## src/rtl/mesh_pkt_pkg.sv

```systemverilog
// rtl/mesh_pkt_pkg.sv - mesh packet field layout, receive FSM states and destination match
package mesh_pkt_pkg;

    localparam int PCKG_SZ     = 40;
    localparam int NXTJP_MSB   = PCKG_SZ - 1;
    localparam int NXTJP_LSB   = PCKG_SZ - 8;
    localparam int ROW_MSB     = PCKG_SZ - 9;
    localparam int ROW_LSB     = PCKG_SZ - 12;
    localparam int COL_MSB     = PCKG_SZ - 13;
    localparam int COL_LSB     = PCKG_SZ - 16;
    localparam int MODE_BIT    = PCKG_SZ - 17;
    localparam int PAYLOAD_MSB = PCKG_SZ - 18;

    typedef enum logic [1:0] {
        IDLE   = 2'd0,
        POP    = 2'd1,
        SETTLE = 2'd2
    } rx_state_e;

    // The mode bit plays no part in routing, so it is deliberately not examined here.
    function automatic logic dest_match(
        input logic [PCKG_SZ-1:0] pkt,
        input logic [3:0]         my_row,
        input logic [3:0]         my_col,
        input logic [7:0]         bdcst
    );
        return ((pkt[ROW_MSB:ROW_LSB] == my_row) && (pkt[COL_MSB:COL_LSB] == my_col))
            || (pkt[NXTJP_MSB:NXTJP_LSB] == bdcst);
    endfunction

endpackage

```

## src/rtl/mesh_term_rx_if.sv

```systemverilog
// rtl/mesh_term_rx_if.sv - router-side drain and consumer-side valid/ready signals of the terminal sink
interface mesh_term_rx_if #(
    parameter int PCKG_SZ = 40
);
    logic               pndng;
    logic [PCKG_SZ-1:0] data_out;
    logic               pop;
    logic               rx_valid;
    logic [PCKG_SZ-1:0] rx_data;
    logic               rx_err;
    logic               rx_ready;

    modport master (
        output pndng, data_out, rx_ready,
        input  pop, rx_valid, rx_data, rx_err
    );

    modport slave (
        input  pndng, data_out, rx_ready,
        output pop, rx_valid, rx_data, rx_err
    );
endinterface

```

## src/rtl/rx_fifo.sv

```systemverilog
// rtl/rx_fifo.sv - synchronous first-word-fall-through FIFO holding {err, packet} entries
module rx_fifo #(
    parameter int WIDTH = 41,
    parameter int DEPTH = 4
) (
    input  logic                     clk,
    input  logic                     reset,
    input  logic                     i_wr_en,
    input  logic [WIDTH-1:0]         i_wr_data,
    input  logic                     i_rd_en,
    output logic [WIDTH-1:0]         o_rd_data,
    output logic [$clog2(DEPTH):0]   o_count,
    output logic                     o_full,
    output logic                     o_empty
);
    localparam int AW = $clog2(DEPTH);

    logic [WIDTH-1:0] r_mem [DEPTH];
    logic [AW-1:0]    r_wr_ptr;
    logic [AW-1:0]    r_rd_ptr;
    logic [AW:0]      r_count;
    logic             w_do_rd;
    logic             w_do_wr;

    assign o_empty = (r_count == '0);
    assign o_full  = (r_count == (AW+1)'(DEPTH));
    assign o_count = r_count;

    // A read in the same cycle frees a slot, so a write to a full FIFO is accepted then.
    assign w_do_rd = i_rd_en && !o_empty;
    assign w_do_wr = i_wr_en && (!o_full || w_do_rd);

    assign o_rd_data = o_empty ? '0 : r_mem[r_rd_ptr];

    always_ff @(posedge clk or negedge reset) begin
        if (!reset) begin
            r_wr_ptr <= '0;
            r_rd_ptr <= '0;
            r_count  <= '0;
        end else begin
            if (w_do_wr) r_wr_ptr <= r_wr_ptr + AW'(1);
            if (w_do_rd) r_rd_ptr <= r_rd_ptr + AW'(1);
            case ({w_do_wr, w_do_rd})
                2'b10:   r_count <= r_count + (AW+1)'(1);
                2'b01:   r_count <= r_count - (AW+1)'(1);
                default: r_count <= r_count;
            endcase
        end
    end

    always_ff @(posedge clk) begin
        if (w_do_wr) r_mem[r_wr_ptr] <= i_wr_data;
    end

endmodule

```

## src/rtl/mesh_term_rx.sv

```systemverilog
// rtl/mesh_term_rx.sv - mesh terminal receive sink: drains the router, checks destination, buffers and counts
module mesh_term_rx
    import mesh_pkt_pkg::*;
#(
    parameter int         pckg_sz  = PCKG_SZ,
    parameter logic [3:0] MY_ROW   = 4'd0,
    parameter logic [3:0] MY_COL   = 4'd0,
    parameter logic [7:0] bdcst    = {8{1'b1}},
    parameter int         RX_DEPTH = 4,
    parameter int         CNT_W    = 16
) (
    input  logic               clk,
    input  logic               reset,
    mesh_term_rx_if.slave      bus,
    output logic [CNT_W-1:0]   pkt_cnt,
    output logic [CNT_W-1:0]   err_cnt,
    output logic               full
);
    localparam int CWF = $clog2(RX_DEPTH) + 1;

    rx_state_e          r_state;
    logic               r_pop;
    logic [CNT_W-1:0]   r_pkt_cnt;
    logic [CNT_W-1:0]   r_err_cnt;

    logic [CWF-1:0]     w_count;
    logic               w_full;
    logic               w_empty;
    logic               w_rd;
    logic               w_wr;
    logic               w_err;
    logic               w_room;
    logic [pckg_sz:0]   w_head;

    assign w_rd   = bus.rx_ready && !w_empty;
    assign w_wr   = (r_state == POP);
    assign w_err  = !dest_match(bus.data_out, MY_ROW, MY_COL, bdcst);
    // Room next cycle: not full now, or the consumer is taking the head this cycle.
    assign w_room = (w_count != CWF'(RX_DEPTH)) || w_rd;

    rx_fifo #(
        .WIDTH (pckg_sz + 1),
        .DEPTH (RX_DEPTH)
    ) u_fifo (
        .clk       (clk),
        .reset     (reset),
        .i_wr_en   (w_wr),
        .i_wr_data ({w_err, bus.data_out}),
        .i_rd_en   (bus.rx_ready),
        .o_rd_data (w_head),
        .o_count   (w_count),
        .o_full    (w_full),
        .o_empty   (w_empty)
    );

    assign bus.pop      = r_pop;
    assign bus.rx_valid = !w_empty;
    assign bus.rx_data  = w_head[pckg_sz-1:0];
    assign bus.rx_err   = w_head[pckg_sz];
    assign pkt_cnt      = r_pkt_cnt;
    assign err_cnt      = r_err_cnt;
    assign full         = w_full;

    // SETTLE gives the router one cycle to advance its head before pndng is trusted again.
    always_ff @(posedge clk or negedge reset) begin
        if (!reset) begin
            r_state   <= IDLE;
            r_pop     <= 1'b0;
            r_pkt_cnt <= '0;
            r_err_cnt <= '0;
        end else begin
            case (r_state)
                IDLE: begin
                    if (bus.pndng && w_room) begin
                        r_state <= POP;
                        r_pop   <= 1'b1;
                    end
                end
                POP: begin
                    r_state <= SETTLE;
                    r_pop   <= 1'b0;
                    if (r_pkt_cnt != '1) r_pkt_cnt <= r_pkt_cnt + CNT_W'(1);
                    if (w_err && (r_err_cnt != '1)) r_err_cnt <= r_err_cnt + CNT_W'(1);
                end
                SETTLE: begin
                    r_state <= IDLE;
                    r_pop   <= 1'b0;
                end
                default: begin
                    r_state <= IDLE;
                    r_pop   <= 1'b0;
                end
            endcase
        end
    end

endmodule

```

## src/flat_wrapper.sv

```systemverilog
// flat-port wrapper written by rule: the top's interface ports become plain ports
module mesh_term_rx_flat import mesh_pkt_pkg::*;
#(
    parameter int         pckg_sz  = PCKG_SZ,
    parameter logic [3:0] MY_ROW   = 4'd0,
    parameter logic [3:0] MY_COL   = 4'd0,
    parameter logic [7:0] bdcst    = {8{1'b1}},
    parameter int         RX_DEPTH = 4,
    parameter int         CNT_W    = 16
)
  (clk, reset, pkt_cnt, err_cnt, full, bus_pndng, bus_data_out, bus_rx_ready, bus_pop, bus_rx_valid, bus_rx_data, bus_rx_err);
  mesh_term_rx_if #(.PCKG_SZ((40))) bus_i ();
  input  logic clk;
  input  logic reset;
  output logic [CNT_W-1:0] pkt_cnt;
  output logic [CNT_W-1:0] err_cnt;
  output logic full;
  input wire logic [$bits(bus_i.pndng)-1:0] bus_pndng;
  input wire logic [$bits(bus_i.data_out)-1:0] bus_data_out;
  input wire logic [$bits(bus_i.rx_ready)-1:0] bus_rx_ready;
  output wire logic [$bits(bus_i.pop)-1:0] bus_pop;
  output wire logic [$bits(bus_i.rx_valid)-1:0] bus_rx_valid;
  output wire logic [$bits(bus_i.rx_data)-1:0] bus_rx_data;
  output wire logic [$bits(bus_i.rx_err)-1:0] bus_rx_err;
  assign bus_i.pndng = bus_pndng;
  assign bus_i.data_out = bus_data_out;
  assign bus_i.rx_ready = bus_rx_ready;
  assign bus_pop = bus_i.pop;
  assign bus_rx_valid = bus_i.rx_valid;
  assign bus_rx_data = bus_i.rx_data;
  assign bus_rx_err = bus_i.rx_err;
  mesh_term_rx #(.pckg_sz(pckg_sz), .MY_ROW(MY_ROW), .MY_COL(MY_COL), .bdcst(bdcst), .RX_DEPTH(RX_DEPTH), .CNT_W(CNT_W)) u_core (.clk(clk), .reset(reset), .bus(bus_i), .pkt_cnt(pkt_cnt), .err_cnt(err_cnt), .full(full));
endmodule
```

## config.mk

```make
export PLATFORM = sky130hd
export DESIGN_NAME = mesh_term_rx_flat
export DESIGN_NICKNAME = d
export VERILOG_FILES = /design/src/rtl/mesh_pkt_pkg.sv /design/src/rtl/mesh_term_rx_if.sv /design/src/rtl/rx_fifo.sv /design/src/rtl/mesh_term_rx.sv /design/src/flat_wrapper.sv
export SDC_FILE = /design/constraint.sdc
export NUM_CORES = 1
export LEC_CHECK = 0
export CORE_MARGIN = 8
export CORE_UTILIZATION = 49
export DETAILED_ROUTE_END_ITERATION = 16
export PLACE_DENSITY_LB_ADDON = 0.3
export SETUP_SLACK_MARGIN = 0.2
export SLEW_MARGIN = 40
export SYNTH_ARGS = -nofsm -noshare
export SYNTH_HDL_FRONTEND = slang
export SYNTH_SLANG_ARGS = --single-unit
```

## constraint.sdc

```tcl
create_clock -name clk -period 4 [get_ports clk]
set_input_delay 0.8 -clock clk [delete_from_list [all_inputs] [get_ports clk]]
set_output_delay 0.8 -clock clk [all_outputs]
set_load 0.01 [all_outputs]
```

==> results.ini <==
[outcome]
status = finished clean

[timing]
setup_violations = 0
slew_violations = 0
hold_viol = 0
rsz0062_at_grt = false
clock_skew_ns = 0.0163
period_minus_slack_ns = 3.48
max_slew_margin_pct = 47.6
fin_crit_sh_pct = 87.0
tightest_slew_ns = 0.779
max_freq_mhz = 287
fin_ws_ns = 0.521
tns_ns = 0
hold_ws_ns = 0.293

[die]
ios = 120
die_w_um = 146
fp-row-count = 47
coreArea_mm2 = 0.0166
start_util_pct = 50.0
die_area_mm2 = 0.0213
die_h_um = 146

[placement]
place_ws_ns = 0.752
place_congestion = 0.776
dp.cells = 795
hpwlAfterDp_mm = 10.9
io_buffer_count = 119

[cells_and_area]
area_growth_pct = 26.1
drive_gt1_share_pct = 16.5
final_nets = 649
diodes = 0
stdcell_count = 831

[clock_network]
cts_made_buffers = 21
cts.sinks = 205
root_buffer = clkbuf_16
cts_tree = built
cts_setup_buffers = 0
cts_resized = 0
htreeDepth = 1
insertion_delay_ns = 0.49
ctsHoldBuffers = 0
clk_path_buf_depth = 3
clkTransAtPathRegs_ns = 0.07

[yosys]
synth_fp_nets = 514
synthFlopType = edfxtp_1
syn_area_per_cell_um2 = 17.9
yosysSeqAreaShare_pct = 71.8
synth_top_cell_by_area = edfxtp_1
netlist_area_mm2 = 0.00828
netlist_top_cells_area = edfxtp_1 59%, dfrtp_1 12%, mux4_2 11%
synth-edff-count = 164
netlist_instances = 463
synth_seq_cells = 205
synthDominantCellAreaShare_pct = 59.4
async_reset_ff_share_pct = 20.0
synth.distinct_cells = 42
yosysWarnings = 0

[worst_setup_path]
crit_type = flip-flop to primary output
path_max_fanout = 26
cp.arrival_ns = 2.68
cp-end-kind = primary output
critPathRequiredTime_ns = 3.20
cp-start-kind = flip-flop

[global_routing]
grt_max_degree = 46
overflow = 0
grt_use_total_pct = 15.4
antenna_found_initial = 0
grt_pass1_vias = 4845
grt_first_pass_wirelength_mm = 26.3

[detailed_routing]
drtPass1Iterations = 5
totalWireLength_mm = 16.4
drt-wirelength-per-cell_um = 19.7
postRouteAntennaNets = 0
drc = 0
vias = 4496
routed_via_density = 5.41
drtIter0Drc = 237

[power_and_ir_drop]
ir_worst_vdd_v = 0.000400
p_per_area_mw_per_mm2 = 681
power.leakage_nw = 3.61

[flow_run]
maxCapViolCount = 0

[min_path]
hold_path.class = primary input to async pin

-- critical path, stage by stage (launching register included) --
cell             delay (ns)
dfrtp_4                0.67
buf_12                 0.29
mux4_2                 0.56
and2_1                 0.18
clkdlybuf4s50_1        0.48
-- per-layer routing --
metal | share of wire (%) | GRT usage (%) | up-vias
met2 | 49 | 25.6 | 135
met4 | 1.7 | 4.12 | 0
met3 | 7.1 | 4.54 | 25
li1 | - | - | 2062
met1 | 42 | 19.3 | 2274
met5 | 0 | 0 | -
-- power by group --
group	internal [W]	switching (W)
sequential	0.00263	0.000257
combinational	0.00137	0.00104
clock	0.00104	0.000771
-- layout make-up --
| type | instances | area (µm²) |
|---|---|---|
| fill | 1181 | 6130 |
| sequential | 205 | 5960 |
| multi-input combinational | 231 | 2230 |
| timing repair buffer | 130 | 1310 |
| clock buffer | 25 | 541 |
| tap | 220 | 275 |
| clock inverter | 11 | 101 |
| inverter | 9 | 33.8 |
-- cell usage after synthesis (2+ instances only) --
master    instances
a21oi_1           5
and2_1           46
and3_1            7
and4_1            2
buf_2             7
clkbuf_1          9
dfrtp_1          41
edfxtp_1        164
ha_1              6
inv_1             8
mux2_2            3
mux4_2           41
nand2_1          14
nand2b_1          2
nand3_1          20
nand4_1          14
nor2_1           11
nor4_1            2
o21ai_0           8
or3_1             2
xnor2_1          27
xor2_1            4
-- cells by family (layout without fill, tap and decap cells) --
logic type	Yosys count	count (layout)	synth area share (%)
adder cells (fa/ha/maj)	7	7	1.15
flip-flops	205	205	71.8
buffers and inverters	27	175	1.42
XOR/XNOR	31	31	3.28
multiplexers	44	44	11.6
AND/OR/NAND/NOR	127	127	8.94
AO/OA/AOI/OAI	22	22	1.83
-- placed cells by master (no fill, tap or decap), types with 9 or more instances in the layout --
cell | netlist | routed
edfxtp_1 | 164 | 164
clkdlybuf4s50_1 | 0 | 118
and2_1 | 46 | 42
mux4_2 | 41 | 41
dfrtp_1 | 41 | 39
xnor2_1 | 27 | 27
clkbuf_16 | 0 | 21
nand3_1 | 20 | 20
nand4_1 | 14 | 14
nand2_1 | 14 | 14
nor2_1 | 11 | 11
buf_4 | 0 | 9
-- sequential cells by signal (all words and copies together), names as in the netlist --
name,count
u_core.u_fifo.o_count,3
u_core.pkt_cnt,16
u_core.u_fifo.r_wr_ptr,2
u_core.r_state,2
u_core.u_fifo.r_rd_ptr,2
u_core.err_cnt,16
u_core.u_fifo.r_mem,164
-- final timing paths --
check                                                  end  slack, ns  cells after the start                      start
worst min-delay path                    u_core.pkt_cnt[11]       0.29                      1                      reset
worst max-delay path                       bus_rx_data[36]       0.52                      4  u_core.u_fifo.r_rd_ptr[0]
worst min register to register           u_core.r_state[0]       0.42                      1          u_core.r_state[1]
worst max register to register  u_core.u_fifo.r_mem[0][14]       1.65                      4          u_core.r_state[1]
max in group asynchronous        u_core.u_fifo.r_rd_ptr[0]       3.31                      1                      reset
min in group clk                         u_core.r_state[0]       0.42                      1          u_core.r_state[1]
-- stage by stage --
stage	power (W)	instance area, µm²	util, %
global placement	0.00530	9770	58.9
floorplan	0.00422	8280	-
CTS	0.00723	10400	63.0
finish	0.00711	10500	63.0
global route	0.00748	10500	63.0
detailed placement	0.00540	9800	59.1
(Power assumes the default switching activity.)
